## config.mk

```make
export PLATFORM = sky130hd
export DESIGN_NAME = serial_div_detect
export DESIGN_NICKNAME = d
export VERILOG_FILES = /design/src/rtl/serial_div_detect.sv
export SDC_FILE = /design/constraint.sdc
export NUM_CORES = 1
export LEC_CHECK = 0
export CORE_UTILIZATION = 30
export CTS_CLUSTER_DIAMETER = 150
export CTS_CLUSTER_SIZE = 40
export DETAILED_ROUTE_END_ITERATION = 8
export SLEW_MARGIN = 20
export SYNTH_ARGS = -nofsm -noshare
export SYNTH_HDL_FRONTEND = slang
export SYNTH_SLANG_ARGS = --single-unit
```

## constraint.sdc

```tcl
create_clock -name clk -period 4.9 [get_ports clk]
set_clock_uncertainty 0.05 [all_clocks]
set_input_delay 0.49 -clock clk [delete_from_list [all_inputs] [get_ports clk]]
set_output_delay 0.49 -clock clk [all_outputs]
set_load 0.02 [all_outputs]
```

## src/rtl/serial_div_detect.sv

```systemverilog
// Serial divisibility detector: tracks the running value of a bit stream modulo
// NUM_DIV fixed divisors and flags which divisors currently divide it.
module serial_div_detect #(
   parameter int                         NUM_DIV   = 5,
   parameter int                         DIV_W     = 4,
   parameter logic [NUM_DIV*DIV_W-1:0]   DIVISORS  = {4'd9, 4'd6, 4'd4, 4'd12, 4'd2},
   parameter int                         LSB_FIRST = 0,
   parameter int                         CNT_W     = 8
) (
   input  logic                       clk,
   input  logic                       rest,
   input  logic                       in_valid,
   input  logic                       in,
   input  logic                       clr,
   output logic [NUM_DIV-1:0]         div_hit,
   output logic [NUM_DIV*DIV_W-1:0]   rem_bus,
   output logic [CNT_W-1:0]           nbits,
   output logic                       nbits_sat
);

   localparam logic [DIV_W-1:0] ONE_W   = {{(DIV_W-1){1'b0}}, 1'b1};
   localparam logic [DIV_W-1:0] ZERO_W  = {DIV_W{1'b0}};
   localparam logic [DIV_W:0]   ZERO_W1 = {(DIV_W+1){1'b0}};
   localparam logic [CNT_W-1:0] CNT_MAX = {CNT_W{1'b1}};
   localparam logic [CNT_W-1:0] CNT_ONE = {{(CNT_W-1){1'b0}}, 1'b1};

   if (NUM_DIV < 1 || NUM_DIV > 16) begin : g_bad_num
      $error("serial_div_detect: NUM_DIV must be 1..16");
   end

   for (genvar g = 0; g < NUM_DIV; g++) begin : g_chk
      if (DIVISORS[g*DIV_W +: DIV_W] < 2) begin : g_bad_div
         $error("serial_div_detect: divisor channel %0d must be >= 2", g);
      end
   end

   // Reduce a value known to be below 2*d into [0, d).
   function automatic logic [DIV_W-1:0] mod_fold(input logic [DIV_W:0] v,
                                                input logic [DIV_W-1:0] d);
      logic [DIV_W:0] diff;
      diff = v - {1'b0, d};
      if (v >= {1'b0, d}) begin
         return diff[DIV_W-1:0];
      end else begin
         return v[DIV_W-1:0];
      end
   endfunction

   logic [DIV_W-1:0]   rem_q  [NUM_DIV];
   logic [DIV_W-1:0]   rem_d  [NUM_DIV];
   logic [DIV_W-1:0]   pw_q   [NUM_DIV];
   logic [DIV_W-1:0]   pw_d   [NUM_DIV];
   logic [DIV_W-1:0]   base_r [NUM_DIV];
   logic [DIV_W-1:0]   base_p [NUM_DIV];
   logic [NUM_DIV-1:0] hit_q, hit_d;
   logic [CNT_W-1:0]   nbits_q, nbits_d, base_n;
   logic               sat_q, sat_d;

   // Next-state: a clear restarts from the empty number, then the bit (if any) is folded in.
   always_comb begin
      for (int k = 0; k < NUM_DIV; k++) begin
         base_r[k] = clr ? ZERO_W : rem_q[k];
         base_p[k] = clr ? ONE_W  : pw_q[k];
         rem_d[k]  = base_r[k];
         pw_d[k]   = base_p[k];
         if (in_valid) begin
            if (LSB_FIRST != 0) begin
               rem_d[k] = mod_fold({1'b0, base_r[k]} + (in ? {1'b0, base_p[k]} : ZERO_W1),
                                   DIVISORS[k*DIV_W +: DIV_W]);
               pw_d[k]  = mod_fold({base_p[k], 1'b0}, DIVISORS[k*DIV_W +: DIV_W]);
            end else begin
               rem_d[k] = mod_fold({base_r[k], in}, DIVISORS[k*DIV_W +: DIV_W]);
               pw_d[k]  = base_p[k];
            end
         end else begin
            rem_d[k] = base_r[k];
            pw_d[k]  = base_p[k];
         end
         hit_d[k] = (rem_d[k] == ZERO_W);
      end

      base_n  = clr ? {CNT_W{1'b0}} : nbits_q;
      nbits_d = base_n;
      if (in_valid && (base_n != CNT_MAX)) begin
         nbits_d = base_n + CNT_ONE;
      end else begin
         nbits_d = base_n;
      end
      sat_d = (nbits_d == CNT_MAX);
   end

   // State and registered outputs.
   always_ff @(posedge clk) begin
      if (rest) begin
         for (int k = 0; k < NUM_DIV; k++) begin
            rem_q[k] <= ZERO_W;
            pw_q[k]  <= ONE_W;
         end
         hit_q   <= {NUM_DIV{1'b1}};
         nbits_q <= {CNT_W{1'b0}};
         sat_q   <= 1'b0;
      end else begin
         for (int k = 0; k < NUM_DIV; k++) begin
            rem_q[k] <= rem_d[k];
            pw_q[k]  <= pw_d[k];
         end
         hit_q   <= hit_d;
         nbits_q <= nbits_d;
         sat_q   <= sat_d;
      end
   end

   for (genvar g = 0; g < NUM_DIV; g++) begin : g_bus
      assign rem_bus[g*DIV_W +: DIV_W] = rem_q[g];
   end

   assign div_hit   = hit_q;
   assign nbits     = nbits_q;
   assign nbits_sat = sat_q;

endmodule
```

# After elaboration in Yosys (flattened, before gate mapping)
# Memories as Yosys holds them, arrays and structs flattened.
# Cells that the tools add are included.
dict set report op_classes {
  magnitude_cmp 5
  muxes 25
  bitwise 5
  n_reduce_logical 6
  n_div 0
  n_eq_ne 2
  n_shift 0
  addsub 6
  n_mul 0
}
# operator n
set op_table {}
lappend op_table {{$mux W4} 20}
lappend op_table {{$logic_not A4 Y1} 5}
lappend op_table {{$mux W8} 2}
lappend op_table {{$ge A5 B3 Y1 const B} 2}
lappend op_table {{$ge A5 B4 Y1 const B} 2}
lappend op_table {{$add A8 B1 Y8 const B} 1}
lappend op_table {{$eq A8 B8 Y1 const B} 1}
lappend op_table {{$ne A8 B8 Y1 const B} 1}
lappend op_table {{$sub A4 B3 Y4 const B} 2}
lappend op_table {{$sub A4 B4 Y4 const B} 2}
lappend op_table {{$ge A5 B2 Y1 const B} 1}
lappend op_table {{$or A1 B1 Y1} 5}
lappend op_table {{$sub A4 B2 Y4 const B} 1}
lappend op_table {{$mux W1} 3}
lappend op_table {{$logic_and A1 B1 Y1} 1}
dict set report totals {
  mem_bits_rw 20
  mem_count 1
  mem_bits_ro 0
  regBits 14
  latchBits 0
  wordCells 53
  out_inout_bits 34
}
# memory depth width rd rd_clocked_by_memory_dff wr line
set mem_list {}
lappend mem_list {rem_q 5 4 5 0 5 49} ;# logic [DIV_W-1:0] rem_q [NUM_DIV];

# Depth between registers and ports, before layout
dict set report depth {
  ltp_word 5
  depth_mapped 9
  mapped_depth_nobuf 7
}

# Worst setup path after synthesis
# Ideal clock, no wire load.
dict set report synth_path {
  path_type {input to register}
  start {input clr}
  end {register nbits_q[5] (netlist: nbits[5])}
  setup_time_ns 0.128
  t_required_ns 4.722
  n_path_buf 3
  t_arrival_ns 2.041
  slack_ns 2.681
  cell_stages 9
  cell_sequence {buf_2 -> clkbuf_1 -> nor2b_1 -> ha_1 -> clkbuf_1 -> a41oi_2 -> nand4_1 -> xnor2_1 -> nor2_1}
}
dict set report synth_between {
  elab_chain_cells 4
}
# element line
set synth_lines {}
lappend synth_lines {{from (decl)} 14} ;# input logic clr,
lappend synth_lines {{$mux W8 (*)} 82} ;# base_n = clr ? {CNT_W{1'b0}} : nbits_q;
lappend synth_lines {{parallel branches: the longest is 2 deep, another holds $add A8 B1 Y8} -}
lappend synth_lines {{$mux W8 (*)} 84} ;# if (in_valid && (base_n != CNT_MAX)) begin
lappend synth_lines {{to (signal assigned)} 100} ;# nbits_q <= {CNT_W{1'b0}};
lappend synth_lines {{to (signal assigned)} 108} ;# nbits_q <= nbits_d;
lappend synth_lines {{to (decl)} 56} ;# logic [CNT_W-1:0] nbits_q, nbits_d, base_n;
# Every way passes the cells marked *.
# A chain may end at the register's enable or synchronous reset.

# Worst setup path in the final report
dict set report layout_path {
  start {input clr}
  end {register hit_q[0] (netlist: div_hit[0])}
}
dict set report layout_between {
  elab_chain_cells 5
}
# element line
set layout_lines {}
lappend layout_lines {{$mux W4 (*)} 62} ;# base_r[k] = clr ? ZERO_W : rem_q[k];
lappend layout_lines {{$sub A4 B2 Y4 / $ge A5 B2 Y1 (equally long branches)} {41, 42}}
lappend layout_lines {{$mux W4} 42} ;# if (v >= {1'b0, d}) begin
lappend layout_lines {{$mux W4 (*)} 66} ;# if (in_valid) begin
lappend layout_lines {{$logic_not A4 Y1 (*)} 79} ;# hit_d[k] = (rem_d[k] == ZERO_W);
lappend layout_lines {{to (signal assigned)} 99} ;# hit_q <= {NUM_DIV{1'b1}};
lappend layout_lines {{to (signal assigned)} 107} ;# hit_q <= hit_d;
lappend layout_lines {{to (decl)} 55} ;# logic [NUM_DIV-1:0] hit_q, hit_d;
# Mark *: on every way between the ends. The rest lies on a longest branch, timed or not.

==> metrics.txt <==
FF-to-FF setup slack=2.95 ns; worst r2r path cells=5; crit-path cells=clkdlybuf4s50_1 -> inv_2 -> nand2_1 -> ha_1 -> o21ai_1 -> mux2_2 -> a21oi_1 -> a41o_1; crit path launch=clr; # rows=27; TritonCTS Buffers=5; initial core utilization=31.41%; crit-path leading delay family=buffers and inverters; Worst Max-Slew Pin Slew=0.8720 ns; Final Max Slew Viols=0; Post-Syn Nets=218; Max-Slew Margin vs Limit=a little over two fifths; Clock transition at path regs=0.07 ns; Syn. warnings=0; Post-Syn Instances=roughly 210; status=complete, no violations; Root Driver=clkbuf_8; CP Class=input pin to register; TNS Setup=0 ns; I/O pins=39; # nets final=around 250; post-CTS sizing=0; # fillers=579; die area=slightly above 6000 sq um; first-pass GRT wire length=~7000 microns; pin count of the biggest net entering global routing=25; Register Area=680.7 sq um; Final period util=54.55%; unique cell type count in the Yosys netlist=51; DR pass1 iterations=4; core area=5540 sq um; Post-Place Worst Slack=1.957 ns; CTS tree=done; FF-to-FF Start=nbits[0]; Synth Area per Inst=8.367 sq um; Post-CTS Setup Repair Bufs=0; MaxCap Viol Count=0; Synth area leaders=dfxtp_1 (39%), nor2_1 (6.0%), nand2_1 (4.5%); area grow syn2layout=33.14%; critical path arrival=2.85 ns; drt total wl=4136 microns; initial antenna violation count=0; worst setup path endpoint=div_hit[0]; DR vias=about 1600; Max Freq=0.3741 GHz; CP max stage delay=between 0.7 and 0.8 ns; Ant. Diodes=0; post-DP HPWL=2881 microns; count of final setup violators=0; Total Routing Usage GR=14.60%; Die H=around 78 microns; clk sinks=34; Seq/Total Area, Yosys=39.11%; CTS Hold Bufs=0; WP depth=8; leakage=0.8340 nW; chip width=between 70 and 80 microns; vias per inst=5.152; PwrDens=298.4 nW/um^2; Worst VDD drop=0.1926 mV; mean routed wirelength per cell=13.09 microns; CP max-delay cell=clkdlybuf4s50_1; final core utilization=41.82%; hold_ws=0.4439 ns; worst hold path class=register to register; H-tree levels=2; WP data required=5.07 ns; buffers and inverters on the worst path=2; maximum clock insertion buffer count=2; Worst setup EP type=register; worst skew pair latency=0.29 ns; crit path launch type=input pin; GRT Residual Overflow=0; layout cells sized above 1=6.967%; unrepaired setup endpoints after global routing=no; final worst slack=2.227 ns; Async S/R FF share, synth=0%; area leader, netlist=dfxtp_1; worst r2r dst=nbits_sat; Hold Violations, Final=0; Initial DRC Count=88; EDFF count, synth=0; fin crit period=2.673 ns; routability-driven placement congestion ratio=0.8299; DRC Markers=0; Final Power=approximately 690 uW; worst-path maximum fanout=21; vias in the first global route=1459; I/O Buffers=38; synthesized cell area=1740 sq um; area occupied by multi-input gates=993.5 sq um; top cell type's share of synthesized area=between 30 and 40%; most used flip-flop cell after synthesis=dfxtp_1; #FFs+latches synth=34; Post-DRT Antenna Nets=0
==> kinds of logic after synthesis <==
kind of cell,Yosys count,share of synthesized area (%)
AO/OA/AOI/OAI,51,20.99
XOR/XNOR,7,3.523
adder cells (fa/ha/maj),5,3.595
buffers and inverters,17,3.811
flip-flops,34,39.11
multiplexers,6,3.666
AND/OR/NAND/NOR,88,25.31
==> flip-flops by register name (all words and copies together) (netlist names) <==
register and cells:
div_hit 5, nbits 8, nbits_sat 1, rem_q 20
==> report_power, final <==
group,switching (mW),internal (mW),total [mW]
logic,0.0446,0.0345,0.0791
registers,0.00711,0.285,0.292
clock network,0.104,0.217,0.321
total,0.155,0.536,0.691
==> synth_stat cells, drive strengths merged, types with 2 or more instances <==
cell,instances
clkbuf,7
and3,2
o21ai,9
o21a,2
nor2b,7
a21oi,12
a31oi,3
a41oi,3
ha,5
a41o,4
mux2i,3
mux2,3
xnor2,5
nor3,4
o21bai,2
nor2,28
nor4,3
and3b,2
nand3,4
a211oi,4
a22oi,2
nand2,21
nand2b,4
xor2,2
dfxtp,34
inv,6
buf,4
nand4,6
==> through the flow <==
step / cells / area [sq um]
floorplan: 208 / 1740
global placement: 308 / 2175
detailed placement: 308 / 2175
CTS: 316 / 2317
global route: 316 / 2317
finish: 316 / 2317
==> area by class of cell <==
class                   count  share of cell area [%]
multi-input cells         157                   42.87
well taps                  72                   3.888
clock buffers               6                   3.564
inverters                   6                  0.9719
flip-flops and latches     34                   29.37
clock inverters             2                   2.592
repair buffers             39                   16.74
==> how the worst min path moves through the flow <==
| stage | startpoint | end | slack, ns | cells past startpoint |
|---|---|---|---|---|
| after global placement | rem_q[0][11] | rem_q[0][11] | 0.44 | 2 |
| after CTS | rem_q[0][11] | rem_q[0][11] | 0.45 | 2 |
| after detailed placement | rem_q[0][11] | rem_q[0][11] | 0.44 | 2 |
| after floorplan | rem_q[0][8] | rem_q[0][8] | 0.51 | 2 |
| after global routing | rem_q[0][11] | rem_q[0][11] | 0.47 | 2 |
| final | rem_q[0][11] | rem_q[0][11] | 0.44 | 2 |
==> worst min-delay path, cell delays in order, from the launching register on <==
cell and delay (ns):
dfxtp_1 0.32, nand2_1 0.06, a21oi_1 0.06
==> layout by cell type (no fill, tap or decap), types with 2 or more instances in the layout <==
cell type,count
a211oi_1,4
a21oi_1,12
a22oi_1,2
a31oi_1,3
a41o_1,4
a41oi_1,2
and3_1,2
and3b_1,2
bufinv_16,2
clkbuf_8,6
clkdlybuf4s50_1,38
dfxtp_1,34
ha_1,5
inv_1,5
mux2_2,2
mux2i_1,3
nand2_1,21
nand2b_1,4
nand3_1,4
nand4_1,6
nor2_1,28
nor2b_1,7
nor3_1,4
nor4_1,3
o21a_1,2
o21ai_0,4
o21ai_1,4
o21bai_1,2
xnor2_1,5
xor2_1,2
==> metal layers <==
layer	global-route usage, %	wire length, microns	vias up
li1	-	-	823
met1	19.75	2012	747
met2	21.84	1840	52
met3	3.140	209	6
met4	7.037	73	0
met5	0	0	-
Note: power is estimated with default switching activity, not from simulation.
